==> config.mk <==
export PLATFORM = sky130hd
export DESIGN_NAME = ntt_ld_streamer
export DESIGN_NICKNAME = d
export VERILOG_FILES = /design/src/rtl/ntt_ld_streamer.sv
export SDC_FILE = /design/constraint.sdc
export NUM_CORES = 1
export LEC_CHECK = 0
export ABC_AREA = 1
export BUFFER_PORTS_ARGS = -buffer_cell sky130_fd_sc_hd__buf_2
export CORE_ASPECT_RATIO = 0.9
export CORE_MARGIN = 3
export CORE_UTILIZATION = 52
export DETAILED_ROUTE_END_ITERATION = 7
export GPL_TIMING_DRIVEN = 1
export PLACE_DENSITY = 0.84
export SLEW_MARGIN = 10
export SYNTH_ARGS = -nofsm -noshare
export SYNTH_HDL_FRONTEND = slang
export SYNTH_SLANG_ARGS = --single-unit
==> constraint.sdc <==
create_clock -name clk -period 3 [get_ports clk]
set_input_delay 0.15 -clock clk [delete_from_list [all_inputs] [get_ports clk]]
set_output_delay 0.15 -clock clk [all_outputs]
set_load 0.02 [all_outputs]
==> src/rtl/ntt_ld_streamer.sv <==
// Load-side streamer: reads coefficient pairs from SRAM, packs them into beats and
// hands them to the NTT kernel through a 2-entry registered FIFO with credit-based reads.
module ntt_ld_streamer #(
   parameter int unsigned pDATA_WIDTH = 128,
   parameter int unsigned pADDR_WIDTH = 12,
   parameter int unsigned pLEN_WIDTH  = 12
) (
   input  logic                     clk,
   input  logic                     rstn,
   input  logic                     start,
   input  logic [pADDR_WIDTH-1:0]   base_addr,
   input  logic [pLEN_WIDTH-1:0]    num_beats,
   output logic                     busy,
   output logic                     done,
   output logic                     mem_en,
   output logic [pADDR_WIDTH-1:0]   mem_addr,
   input  logic [pDATA_WIDTH/2-1:0] mem_rdata,
   output logic                     ld_vld,
   input  logic                     ld_rdy,
   output logic [pDATA_WIDTH-1:0]   ld_d
);

   localparam int unsigned WordWidth = pDATA_WIDTH / 2;

   localparam logic [1:0] StIdle  = 2'd0;
   localparam logic [1:0] StRun   = 2'd1;
   localparam logic [1:0] StDrain = 2'd2;
   localparam logic [1:0] StFin   = 2'd3;

   localparam logic [pADDR_WIDTH-1:0] AddrOne = 1;
   localparam logic [pLEN_WIDTH-1:0]  LenOne  = 1;

   logic [1:0]             state_q, state_d;
   logic [pADDR_WIDTH-1:0] rd_addr_q, rd_addr_d;
   logic [pADDR_WIDTH-1:0] mem_addr_q, mem_addr_d;
   // Beats whose low-word read has not been issued yet.
   logic [pLEN_WIDTH-1:0]  pairs_q, pairs_d;
   logic                   mem_en_q, mem_en_d;
   logic                   mem_hi_q, mem_hi_d;
   logic                   rd_vld_q, rd_hi_q;
   logic [WordWidth-1:0]   lo_q;
   logic [1:0]             inflight_q, inflight_d;
   logic [1:0]             count_q, count_d;
   logic [pDATA_WIDTH-1:0] fifo_q [2];
   logic                   wr_ptr_q, rd_ptr_q;

   logic       push, pop, issue_lo, can_issue_lo;
   logic [2:0] credit;

   assign push   = rd_vld_q && rd_hi_q;
   assign ld_vld = (count_q != 2'd0);
   assign pop    = ld_vld && ld_rdy;
   assign ld_d   = fifo_q[rd_ptr_q];

   // A pop on this edge frees a slot long before the new pair's data can land.
   assign credit       = {1'b0, count_q} + {1'b0, inflight_q} - {2'b00, pop};
   assign can_issue_lo = (credit < 3'd2);

   assign busy     = (state_q != StIdle);
   assign done     = (state_q == StFin);
   assign mem_en   = mem_en_q;
   assign mem_addr = mem_addr_q;

   always_comb begin
      state_d    = state_q;
      rd_addr_d  = rd_addr_q;
      mem_addr_d = mem_addr_q;
      pairs_d    = pairs_q;
      mem_en_d   = 1'b0;
      mem_hi_d   = 1'b0;
      issue_lo   = 1'b0;
      unique case (state_q)
         StIdle: begin
            if (start) begin
               if (num_beats == '0) begin
                  state_d = StFin;
               end else begin
                  state_d    = StRun;
                  mem_en_d   = 1'b1;
                  mem_addr_d = base_addr;
                  rd_addr_d  = base_addr + AddrOne;
                  pairs_d    = num_beats - LenOne;
                  issue_lo   = 1'b1;
               end
            end
         end
         StRun: begin
            if (mem_en_q && !mem_hi_q) begin
               mem_en_d   = 1'b1;
               mem_hi_d   = 1'b1;
               mem_addr_d = rd_addr_q;
               rd_addr_d  = rd_addr_q + AddrOne;
            end else if (pairs_q != '0) begin
               if (can_issue_lo) begin
                  mem_en_d   = 1'b1;
                  mem_addr_d = rd_addr_q;
                  rd_addr_d  = rd_addr_q + AddrOne;
                  pairs_d    = pairs_q - LenOne;
                  issue_lo   = 1'b1;
               end
            end else begin
               // The final high-word read is on the bus this cycle.
               state_d = StDrain;
            end
         end
         StDrain: begin
            if (pop && count_q == 2'd1 && inflight_q == 2'd0) begin
               state_d = StFin;
            end
         end
         StFin: begin
            state_d = StIdle;
         end
         default: begin
            state_d = StIdle;
         end
      endcase
   end

   always_comb begin
      inflight_d = inflight_q;
      if (issue_lo && !push) begin
         inflight_d = inflight_q + 2'd1;
      end else if (!issue_lo && push) begin
         inflight_d = inflight_q - 2'd1;
      end
      count_d = count_q;
      if (push && !pop) begin
         count_d = count_q + 2'd1;
      end else if (!push && pop) begin
         count_d = count_q - 2'd1;
      end
   end

   always_ff @(posedge clk or negedge rstn) begin
      if (!rstn) begin
         state_q    <= StIdle;
         rd_addr_q  <= '0;
         mem_addr_q <= '0;
         pairs_q    <= '0;
         mem_en_q   <= 1'b0;
         mem_hi_q   <= 1'b0;
         rd_vld_q   <= 1'b0;
         rd_hi_q    <= 1'b0;
         inflight_q <= 2'd0;
         count_q    <= 2'd0;
      end else begin
         state_q    <= state_d;
         rd_addr_q  <= rd_addr_d;
         mem_addr_q <= mem_addr_d;
         pairs_q    <= pairs_d;
         mem_en_q   <= mem_en_d;
         mem_hi_q   <= mem_hi_d;
         rd_vld_q   <= mem_en_q;
         rd_hi_q    <= mem_hi_q;
         inflight_q <= inflight_d;
         count_q    <= count_d;
      end
   end

   always_ff @(posedge clk or negedge rstn) begin
      if (!rstn) begin
         lo_q      <= '0;
         fifo_q[0] <= '0;
         fifo_q[1] <= '0;
         wr_ptr_q  <= 1'b0;
         rd_ptr_q  <= 1'b0;
      end else begin
         if (rd_vld_q && !rd_hi_q) begin
            lo_q <= mem_rdata;
         end
         if (push) begin
            fifo_q[wr_ptr_q] <= {mem_rdata, lo_q};
            wr_ptr_q         <= ~wr_ptr_q;
         end
         if (pop) begin
            rd_ptr_q <= ~rd_ptr_q;
         end
      end
   end

endmodule

==> summary.txt, run 1 <==
Critical path
  • Arrival @ worst endpoint: 3320 ps
  • Crit Reg-Reg Startpoint: count_q[1]
  • Crit Path Max Fanout: 2
  • Worst r2r dst: inflight_q[1]
  • Flop2flop setup slack: 80 ps
  • Crit end category: register
  • WS Path Type: register to register
  • Kind of start point of the critical path: register
  • R2R depth: 16
  • Required time of the worst setup path: 3400 ps

Yosys
  • Syn_nets: 2146
  • Post-Synthesis Cells: 2040
  • Synth warn: 0
  • Top FF cell, synth: dfrtp_1
  • Mean Syn Cell Area: 8.05 sq um
  • Async set-reset flop share out of synthesis: 100%
  • Cell variety after synth: 31
  • Register area share after synthesis: 56.1%
  • Number of synthesized flops with an enable pin: 0
  • Synthesized area: 16400 sq um
  • Yosys reg bits: 368

Layout
  • Ratio of cells with drive above 1 in the final layout: 16.2%
  • Number of nets in the layout: 2413
  • N_diodes: 0
  • Area grow syn2layout: 22.1%
  • Fill count: 2496
  • Fin util: 64.7%
  • Design area: 20100 sq um

Floorplan
  • Initial Util: 53.0%
  • Total core area: 31000 sq um
  • Die X: 193 um
  • Num rows: 61
  • # IOs: 236
  • Area of the die: 33800 sq um
  • Die Height: 175 um

Global route
  • All-layer global routing usage: 24.2%
  • Vias in the first global route: 13790
  • Antenna violations before repair: 0
  • First-pass GRT wire length: 68500 um
  • Grt ovf: 0
  • Pin count of the biggest net entering global routing: 130

Routing
  • Routed Antenna Nets: 0
  • DR DRC count: 0
  • DRT iter0 DRCs: 1107
  • Total vias in the final route: 13988
  • Routed len/inst: 14.9 um
  • Vias per cell: 5.10
  • Final wirelength: 41000 um
  • TritonRoute pass-1 iters: 5

Clock network
  • H-tree depth: 2
  • Clk slew on worst S/H paths: 60 ps
  • CTS tree: built
  • TritonCTS buffer count: 39
  • Clock Sinks: 368
  • Clk root buf: clkbuf_16
  • Clk_lat worst skew: 530 ps
  • CTS Buffer Depth: 3

Run status
  • Status: finished, final reports clean

Placement
  • Placement-stage cell area: 18000 sq um
  • RePlAce Congestion: 0.844
  • IO buf count: 235
  • DP HPWL: 25100 um

Timing
  • Clock skew: 18.6 ps
  • Fmax: 342 MHz
  • Tcrit/Tclk final: 97.3%
  • Final Max Slew Viols: 0
  • Worst relative slew slack: 35.2%
  • Minimum clock period: 2920 ps
  • Hold Slack: 51.1 ps
  • Unrepaired setup endpoints after global routing: true
  • Final hold vios: 0
  • Final Setup Violations: 0
  • Worst slew pin tran: 971 ps

Worst hold path
  • WHS Path Cells: 3
  • Hold_sp: base_addr[11]
  • Hold Path End: mem_addr[11]
  • Worst hold path class: input port to register

Power and ir drop
  • P per Cell Area: 1180 nW/um^2
  • Maximum vdd drop: 0.648 mV
  • Leakage power: 10.9 nW

Job
  • Max Cap Viol: 0
==> worst max path at each step <==
stage / cells after the start / end / start / slack (ps)
after floorplan: 16 / inflight_q[1] / count_q[0] / 20
final: 16 / inflight_q[1] / count_q[1] / 80
after global routing: 16 / inflight_q[1] / count_q[0] / -30
after global placement: 16 / inflight_q[1] / count_q[0] / 4
after detailed placement: 16 / inflight_q[1] / count_q[1] / -80
after CTS: 16 / inflight_q[1] / count_q[1] / 40
==> state kept, by name (all words and copies together) (netlist names) <==
| name | flops |
|---|---|
| count_q | 2 |
| fifo_q | 256 |
| inflight_q | 2 |
| lo_q | 64 |
| mem_addr | 12 |
| mem_en | 1 |
| mem_hi_q | 1 |
| pairs_q | 12 |
| rd_addr_q | 12 |
| rd_hi_q | 1 |
| rd_ptr_q | 1 |
| rd_vld_q | 1 |
| state_q | 2 |
| wr_ptr_q | 1 |
==> critical path, cell delays in order, from the launching register on <==
cell and delay [ps]:
dfrtp_1 370, inv_2 60, ha_4 160, nor2_4 110
ha_4 210, or2_4 230, fa_1 520, o21ai_2 60
a21oi_2 100, nand2_1 70, o21ai_1 110, inv_1 70
a21oi_2 160, ha_4 230, a21oi_2 130, o21ai_2 80
xor2_1 140
==> through the flow <==
step / setup slack, ps / TNS (ps) / cells / power (mW)
after CTS: 39.0 / 0 / 2740 / 23.6
final: 80.2 / 0 / 2742 / 23.7
after floorplan: 17.9 / 0 / 2040 / 15.3
after detailed placement: -83.0 / -83.0 / 2604 / 18.6
after global placement: 3.84 / 0 / 2604 / 18.2
after global routing: -33.2 / -33.2 / 2742 / 25.5
==> power breakdown <==
| part | switching, mW | internal, mW |
|---|---|---|
| Clock | 1.89 | 2.86 |
| Sequential | 1.28 | 7.27 |
| Combinational | 6.92 | 3.44 |
==> logic make-up after synthesis <==
kind of cell	share of synthesized area (%)
AO/OA/AOI/OAI	10.9
XOR/XNOR	0.693
adder cells (fa/ha/maj)	1.11
buffers and inverters	7.49
flip-flops	56.1
AND/OR/NAND/NOR	23.7
==> metal layers <==
metal	part of all wire [%]	global-route usage (%)
met5	0	0
met4	2.9	7.92
met3	6.6	4.45
met2	47	39.5
met1	43	33.1
==> cell usage after synthesis (all sizes together), types with 3 or more instances <==
library cell / number / area (sq um)
nand2: 927 / 3570
dfrtp: 368 / 9210
o21ai: 352 / 1770
inv: 185 / 694
clkbuf: 72 / 270
buf: 39 / 267
nor2: 37 / 174
nand3: 20 / 105
ha: 13 / 163
xor2: 10 / 87.6
nand4: 4 / 25.0
or2: 4 / 25.0
a21oi: 3 / 15.0
xnor2: 3 / 26.3
==> cell type report <==
| cell class | instances | area (sq um) | share of cell area [%] |
|---|---|---|---|
| clock buffers | 59 | 1170 | 5.85 |
| clock inverters | 8 | 105 | 0.524 |
| inverters | 185 | 697 | 3.48 |
| multi-input cells | 1376 | 6070 | 30.3 |
| flip-flops and latches | 368 | 9210 | 45.9 |
| well taps | 409 | 512 | 2.55 |
| repair buffers | 337 | 2280 | 11.4 |
==> cells in the final DEF, fill, tap and decap left out, types with 2 or more instances in the layout <==
cell,count
nand2_4,10
clkinv_2,4
buf_12,13
a21oi_2,3
nor2_4,3
o21ai_1,17
xnor2_1,3
nand2_1,906
o21ai_2,3
ha_1,10
nand2_2,11
o21ai_0,332
buf_2,234
or2_4,2
clkbuf_1,9
dfrtp_1,367
nand3_1,19
bufinv_16,2
nor2_2,8
nor2_1,26
xor2_1,10
or2_2,2
inv_2,4
inv_1,180
nand4_1,4
buf_4,21
clkbuf_16,40
clkbuf_8,10
ha_4,3
dlygate4sd3_1,68
==> repair_timing <==
item | 4_1_cts | 5_1_grt
cloned | 0 | 0
setup endpoints to repair | 1 | 19
buffers inserted | 1 | 2
hold endpoints to repair | 282 | 0
resized for setup | 5 | 8
pin swaps | 3 | 6
hold buffers | 68 | 0
No activity file was read; power rests on OpenSTA's default activity.
==> run 2: changes to the inputs <==
--- a/config.mk
+++ b/config.mk
@@ -12,7 +12,7 @@
 export CORE_UTILIZATION = 52
 export DETAILED_ROUTE_END_ITERATION = 7
 export GPL_TIMING_DRIVEN = 1
-export PLACE_DENSITY = 0.84
+export PLACE_DENSITY = 0.8
 export SLEW_MARGIN = 10
 export SYNTH_ARGS = -nofsm -noshare
 export SYNTH_HDL_FRONTEND = slang
==> run 2 against run 1 <==
Register-to-register slack about the same. Largest power group unchanged. Cell count decreased by 0.36%. Hold slack got worse by 23 ps. Critical endpoint unchanged. Clock power decreased by 4.4%. Worst setup slack got worse by 5.2 ps. Wire length decreased by 2.1%. First-iteration DRC count decreased by 11%.
==> summary.txt, run 2 (synthesis results as in run 1) <==
Run status
  • Status: finished, final reports clean

Floorplan
  • Num rows: 61
  • Die X: 193 um
  • Total core area: 31000 sq um
  • Die Height: 175 um
  • Area of the die: 33800 sq um
  • Initial Util: 53.0%
  • # IOs: 236

Global route
  • All-layer global routing usage: 23.9%
  • First-pass GRT wire length: 68100 um
  • Pin count of the biggest net entering global routing: 130
  • Vias in the first global route: 13926
  • Antenna violations before repair: 0
  • Grt ovf: 0

Critical path
  • Kind of start point of the critical path: register
  • R2R depth: 16
  • WS Path Type: register to register
  • Required time of the worst setup path: 3390 ps
  • Crit Path Max Fanout: 2
  • Crit end category: register
  • Arrival @ worst endpoint: 3320 ps

Layout
  • Most common cell after layout, fill and taps aside: nand2_1
  • Ratio of cells with drive above 1 in the final layout: 16.0%
  • Max reg flops: 256
  • N_diodes: 0
  • Largest regs: fifo_q x256, lo_q x64
  • Commonest cells after routing, fill and taps aside: nand2_1, dfrtp_1, o21ai_0, buf_2, inv_1
  • Design area: 19900 sq um
  • Biggest register: fifo_q
  • Number of nets in the layout: 2407
  • Fin util: 64.3%
  • Area grow syn2layout: 21.2%

Placement
  • Placement-stage cell area: 17900 sq um
  • RePlAce Congestion: 0.846
  • DP HPWL: 25100 um
  • IO buf count: 235
  • Setup WS pre-CTS: -125 ps

Routing
  • Top Metal Used: met4
  • TritonRoute pass-1 iters: 6
  • Wire length on met1: 18100 um
  • Total vias in the final route: 13840
  • WL met3: 2410 um
  • DR DRC count: 0
  • DRT iter0 DRCs: 982
  • Vias per cell: 5.07
  • Routed len/inst: 14.7 um
  • Routed Antenna Nets: 0
  • Final wirelength: 40100 um
  • WL met2: 18400 um

Clock network
  • TritonCTS buffer count: 39
  • H-tree depth: 2
  • CTS tree: built
  • Clk root buf: clkbuf_16
  • Clock Sinks: 368
  • Clk_lat worst skew: 520 ps
  • Clk slew on worst S/H paths: 60 ps
  • CTS Buffer Depth: 3

Timing
  • Clock skew: 13.1 ps
  • Final Setup Violations: 0
  • Minimum clock period: 2920 ps
  • Final Max Slew Viols: 0
  • Fmax: 342 MHz
  • Worst relative slew slack: 30.8%
  • Unrepaired setup endpoints after global routing: true
  • Worst slew pin tran: 1040 ps
  • Setup ws final: 75.1 ps
  • Tcrit/Tclk final: 97.5%
  • Setup TNS: 0 ps
  • Final hold vios: 0

Worst hold path
  • WHS Path Cells: 3
  • Worst hold path class: input port to register

Power and ir drop
  • Pwr Total: 23.4 mW
  • Leakage power: 10.8 nW
  • Maximum vdd drop: 0.721 mV
  • P per Cell Area: 1170 nW/um^2

Job
  • Max Cap Viol: 0
[run 2: cell count changes in the layout (fill, tap and decap cells not counted), sizes merged]
cell,before,now
clkbuf,59,54
buf,269,265
clkinv,5,7
dlygate4sd3,68,66
bufinv,2,1
[run 2: through the flow]
stage / hold WS (ps) / cells
detailed placement: 143 / 2599
global placement: 125 / 2599
global route: 50.9 / 2732
CTS: 11.2 / 2730
finish: 27.8 / 2732
floorplan: -146 / 2040
[run 2: timing repair]
| item | in CTS | in global routing |
|---|---|---|
| pin swaps | 5 | 4 |
| hold buffers | 66 | 0 |
| resized for setup | 7 | 7 |
| setup endpoints to repair | 2 | 36 |
| setup buffers | 2 | 2 |
| endpoints found under the hold margin | 253 | 0 |
[run 2: critical path, cell delays in order, from the launching register on]
cell and delay, ps:
dfrtp_1 370, inv_2 60, ha_4 170, nor2_4 120, ha_4 210, or2_4 230, fa_1 490, o21ai_1 60
a21oi_1 120, nand2_1 80, o21ai_1 120, inv_1 70, a21oi_2 160, ha_4 230, a21oi_2 90, o21ai_1 80
xor2_1 140
[run 2: layout make-up]
type / instances / area [sq um]
clock inverter: 9 / 85.1
sequential: 368 / 9210
timing repair buffer: 331 / 2210
inverter: 185 / 697
tap: 409 / 512
multi-input combinational: 1376 / 6070
fill: 2584 / 11100
clock buffer: 54 / 1120
[run 2: path summary, 6_finish.rpt]
kind                            endpoint          from  slack, ps
setup / recovery           inflight_q[1]    count_q[1]         80
setup reg to reg           inflight_q[1]    count_q[1]         80
hold reg to reg                  rd_hi_q      mem_hi_q        370
hold / removal               mem_addr[0]  base_addr[0]         30
max in group asynchronous       lo_q[54]          rstn       1770
min in group asynchronous     fifo_q[43]          rstn        170
[run 2: report_power, final]
group	internal [mW]	switching, mW	total [mW]
clock network	2.69	1.85	4.54
logic	3.42	6.86	10.3
registers	7.27	1.26	8.53
total	13.4	9.97	23.4
[run 2: layer usage]
metal	track usage (%)	vias to the layer above
met2	38.5	436
li1	-	6815
met4	7.65	0
met5	0	-
met1	33.6	6500
met3	3.95	89
